## config.mk

```make
export PLATFORM = sky130hd
export DESIGN_NAME = store_buffer
export DESIGN_NICKNAME = d
export VERILOG_FILES = /design/src/rtl/store_buffer.sv
export SDC_FILE = /design/constraint.sdc
export NUM_CORES = 1
export LEC_CHECK = 0
export ABC_AREA = 1
export CORE_ASPECT_RATIO = 0.6
export CORE_MARGIN = 10
export CORE_UTILIZATION = 40
export CTS_CLUSTER_SIZE = 24
export DETAILED_ROUTE_END_ITERATION = 6
export PLACE_DENSITY = 0.61
export SYNTH_ARGS = -nofsm -noshare
export SYNTH_HDL_FRONTEND = slang
export SYNTH_SLANG_ARGS = --single-unit
```

## constraint.sdc

```tcl
create_clock -name clk -period 11.65 [get_ports clk]
set_input_delay 2.33 -clock clk [delete_from_list [all_inputs] [get_ports clk]]
set_output_delay 2.33 -clock clk [all_outputs]
set_load 0.02 [all_outputs]
```

## src/rtl/store_buffer.sv

```systemverilog
// In-order store queue between the core store port and the data-memory write port.
// Optional store-to-load forwarding is built only when STORE_BUF_FWD_EN is defined.
module store_buffer #(
   parameter int DEPTH = 4,
   parameter int AW    = 32,
   parameter int DW    = 32
) (
   input  logic              clk,
   input  logic              reset,
   input  logic              MemWrite,
   input  logic [AW-1:0]     DataAdr,
   input  logic [DW-1:0]     WriteData,
   input  logic [DW/8-1:0]   MemWriteSelect,
   output logic              StoreStall,
   output logic              BufEmpty,
   output logic              mem_valid,
   input  logic              mem_ready,
   output logic [AW-1:0]     mem_addr,
   output logic [DW-1:0]     mem_wdata,
   output logic [DW/8-1:0]   mem_be,
   input  logic [AW-1:0]     ReadAdr,
   output logic              fwd_hit,
   output logic [DW-1:0]     fwd_data,
   output logic [DW/8-1:0]   fwd_be
);
   localparam int PW = $clog2(DEPTH);
   localparam int BW = DW / 8;

   // Entries hold word addresses only; byte offset is never needed downstream.
   logic [AW-3:0] addr_q [DEPTH];
   logic [DW-1:0] data_q [DEPTH];
   logic [BW-1:0] be_q   [DEPTH];

   logic [PW-1:0] wr_ptr_q, wr_ptr_d, rd_ptr_q, rd_ptr_d;
   logic [PW:0]   count_q, count_d;
   logic          full, empty, push, pop;

   assign full  = (count_q == (PW+1)'(DEPTH));
   assign empty = (count_q == '0);
   assign push  = MemWrite && (|MemWriteSelect) && !full;
   assign pop   = !empty && mem_ready;

   assign StoreStall = MemWrite && full;
   assign BufEmpty   = empty;
   assign mem_valid  = !empty;
   assign mem_addr   = empty ? '0 : {addr_q[rd_ptr_q], 2'b00};
   assign mem_wdata  = empty ? '0 : data_q[rd_ptr_q];
   assign mem_be     = empty ? '0 : be_q[rd_ptr_q];

   always_comb begin
      wr_ptr_d = push ? wr_ptr_q + 1'b1 : wr_ptr_q;
      rd_ptr_d = pop  ? rd_ptr_q + 1'b1 : rd_ptr_q;
      count_d  = count_q + (PW+1)'(push) - (PW+1)'(pop);
   end

   always_ff @(posedge clk or posedge reset) begin
      if (reset) begin
         wr_ptr_q <= '0;
         rd_ptr_q <= '0;
         count_q  <= '0;
         for (int i = 0; i < DEPTH; i++) begin
            addr_q[i] <= '0;
            data_q[i] <= '0;
            be_q[i]   <= '0;
         end
      end else begin
         wr_ptr_q <= wr_ptr_d;
         rd_ptr_q <= rd_ptr_d;
         count_q  <= count_d;
         if (push) begin
            addr_q[wr_ptr_q] <= DataAdr[AW-1:2];
            data_q[wr_ptr_q] <= WriteData;
            be_q[wr_ptr_q]   <= MemWriteSelect;
         end
      end
   end

`ifdef STORE_BUF_FWD_EN
   logic unused_lo;
   assign unused_lo = ^{DataAdr[1:0], ReadAdr[1:0]};

   // Scan oldest to youngest so the youngest matching entry overrides older ones.
   always_comb begin
      fwd_hit  = 1'b0;
      fwd_data = '0;
      fwd_be   = '0;
      for (int i = 0; i < DEPTH; i++) begin
         if (((PW+1)'(i) < count_q) &&
             (addr_q[rd_ptr_q + PW'(i)] == ReadAdr[AW-1:2])) begin
            fwd_hit  = 1'b1;
            fwd_data = data_q[rd_ptr_q + PW'(i)];
            fwd_be   = be_q[rd_ptr_q + PW'(i)];
         end
      end
   end
`else
   logic unused_lo;
   assign unused_lo = ^{DataAdr[1:0], ReadAdr};
   assign fwd_hit   = 1'b0;
   assign fwd_data  = '0;
   assign fwd_be    = '0;
`endif

endmodule

```

==> impl_metrics.env <==
export IMPL_core_area_um2=33800
export IMPL_hold_class="reg2reg"
export IMPL_ctsResizeCount=0
export IMPL_p_sw_mw=2.28
export IMPL_cp_required_ns=9.32
export IMPL_max_cap_violations=0
export IMPL_r2r_end="addr_q[3]"
export IMPL_pwr_density_cell_nw_per_um2=319
export IMPL_grt_total_usage_pct=20.7
export IMPL_nets=1904
export IMPL_arrival_ns=4.02
export IMPL_cts_buffer_depth=3
export IMPL_cts_max_level=1
export IMPL_p_leak_nw=7.68
export IMPL_finalPower_mw=5.07
export IMPL_p_sw_share_pct=45.0
export IMPL_grt_max_degree=267
export IMPL_reg2reg_slack_ns=8.13
export IMPL_synth_seq_cells=271
export IMPL_ios=212
export IMPL_yosysSeqAreaShare_pct=49.3
export IMPL_via_per_inst=5.50
export IMPL_grt_pass1_wl_um=71600
export IMPL_pwr_share_clk_pct=17.3
export IMPL_maxSlewHeadroom_pct=12.8
export IMPL_dpl_instance_area_um2=15000
export IMPL_ant_nets=0
export IMPL_reg2reg_from="wr_ptr_q[0]"
export IMPL_seq_power_share_pct=32.1
export IMPL_hold_depth=2
export IMPL_critPathMaxFanout=86
export IMPL_fmax_mhz=158
export IMPL_fin_worst_skew_ns=0.0105
export IMPL_drc_errors=0
export IMPL_cts_root_buf="clkbuf_16"
export IMPL_setup_ws_ns=5.30
export IMPL_crit_type="reg2out"
export IMPL_syn2layout_area_growth_pct=15.5
export IMPL_hold_violations=0
export IMPL_avgSynthCellArea_um2=7.74
export IMPL_synth_edf_count=0
export IMPL_drt_pass1_iter_count=5
export IMPL_gp_congestion=0.748
export IMPL_cts_buffers=28
export IMPL_cts_setup_buffers=0
export IMPL_synthArstFlopShare_pct=100
export IMPL_wl_per_cell_um=19.8
export IMPL_first_iter_violations=1472
export IMPL_final_cell_mix="nand2_1 (537), dfrtp_1 (269), nand4_1 (268), nor2_1 (267), clkdlybuf4s50_1 (138)"
export IMPL_peakVddDrop_uv=191
export IMPL_finalSetupTns_ns=0
export IMPL_hold_path_startpoint="addr_q[4]"
export IMPL_p_int_mw=2.79
export IMPL_portBuffers=138
export IMPL_crit_path_start_kind="flop"
export IMPL_rsz0062_at_grt="no"
export IMPL_combPwrFrac_pct=50.5
export IMPL_final_area_um2=15900
export IMPL_tightest_slew_ns=1.31
export IMPL_cts_tree="done"
export IMPL_drive_gt1_share_pct=3.87
export IMPL_worstSkewPairLatency_ns=0.56
export IMPL_hpwl_um=22600
export IMPL_hold_end="addr_q[4]"
export IMPL_gr_total_overflow=0
export IMPL_post_route_util_pct=47.0
export IMPL_final_common_cell="nand2_1"
export IMPL_row_count=52
export IMPL_wl_um=44900
export IMPL_ctsHoldBuffers=0
export IMPL_grt_antenna_before_repair=5
export IMPL_reg2regPathDepth=5
export IMPL_yosysUniqueCellTypes=22
export IMPL_drv_slew=0
export IMPL_fin_crit_sh_pct=54.5
export IMPL_finalSetupViolations=0
export IMPL_die_h_um=164
export IMPL_via_count=12471
export IMPL_start_util_pct=40.7
export IMPL_status="finished, final reports clean"
export IMPL_die_w_um=259
export IMPL_cp_end_kind="primary output"
export IMPL_synth_ff_type="dfrtp_1"
export IMPL_preCtsSetupSlack_ns=5.55
export IMPL_min_period_ns=6.35
export IMPL_die_area_um2=42400
export IMPL_ys_warn_count=0
export IMPL_synth_cells=1775
export IMPL_netlist_area_um2=13700
export IMPL_numClockSinks=271
export IMPL_clk_pin_slew_ns=0.06
export IMPL_grt_pass1_vias=12277
worst max path at each step:
stage	endpoint	startpoint	cells after the start	slack, ns
after floorplan	addr_q[0]	reset	1	1.85
after global placement	addr_q[7]	MemWriteSelect[1]	7	5.52
after detailed placement	data_q[27]	MemWriteSelect[3]	7	5.55
after CTS	mem_be[3]	rd_ptr_q[0]	5	5.35
after global routing	mem_be[3]	rd_ptr_q[0]	5	5.15
final	mem_be[3]	rd_ptr_q[0]	5	5.30
Yosys cell counts, types with 2 or more instances:
master    number  area [µm²]
buf_4         52         390
xnor2_1        2        17.5
ha_1           6        75.1
clkbuf_1      67         251
dfrtp_1      271        6780
nor2_1       267        1000
nand4_1      268        1680
nand3_1        3        15.0
o21ai_0      123         616
inv_2          2        7.51
a21oi_1       66         330
o21ai_1       10        50.1
nand2_1      537        2020
buf_2         84         420
inv_1         10        37.5
routing by layer:
layer / global-route usage, % / vias up / share of wire (%)
met4: 4.10 / 8 / 1.5
met5: 0 / - / 0.11
li1: - / 5894 / -
met1: 28.3 / 6113 / 45
met3: 4.04 / 59 / 6.9
met2: 33.7 / 397 / 47
power by group through the flow:
stage / Combinational (mW) / Clock, mW / Sequential, mW
global placement: 2.54 / 0 / 1.62
detailed placement: 2.57 / 0 / 1.63
finish: 2.56 / 0.878 / 1.63
global route: 2.84 / 0.934 / 1.68
CTS: 2.58 / 0.900 / 1.62
floorplan: 1.66 / 0 / 1.55
per-stage QoR:
step / cells / hold slack (ns)
floorplan: 1813 / 0.437
global route: 2268 / 0.480
finish: 2268 / 0.464
CTS: 2267 / 0.468
detailed placement: 2222 / 0.453
global placement: 2222 / 0.448
worst max-delay path, stage by stage (launching register included):
cell,delay [ns]
dfrtp_4,0.75
inv_4,0.52
buf_4,0.75
o21ai_0,0.22
a21oi_1,0.39
clkdlybuf4s50_1,0.70
flip-flops by register name, summed over array words and instances (netlist names):
name / count
rd_ptr_q: 2
be_q: 16
data_q: 128
wr_ptr_q: 2
addr_q: 120
count_q: 3
cell families (layout without fill, tap and decap cells):
family / after synthesis / count (layout) / synth area share [%]
compound gates: 200 / 200 / 7.31
flops: 271 / 271 / 49.3
xor+xnor: 3 / 3 / 0.191
other cells: 1 / 40 / 0.0273
fa+ha+maj: 7 / 7 / 0.692
simple gates: 1077 / 1077 / 34.4
buf+inv: 216 / 211 / 8.08
area by class of cell:
| type | count | area, µm² |
|---|---|---|
| fillers | 3321 | 17900 |
| diodes | 1 | 2.50 |
| repair buffers | 154 | 1510 |
| clock buffers | 43 | 868 |
| inverters | 12 | 55.1 |
| multi-input cells | 1326 | 6070 |
| well taps | 459 | 574 |
| clock inverters | 2 | 10.0 |
| flip-flops and latches | 271 | 6790 |
(Power assumes the default switching activity.)
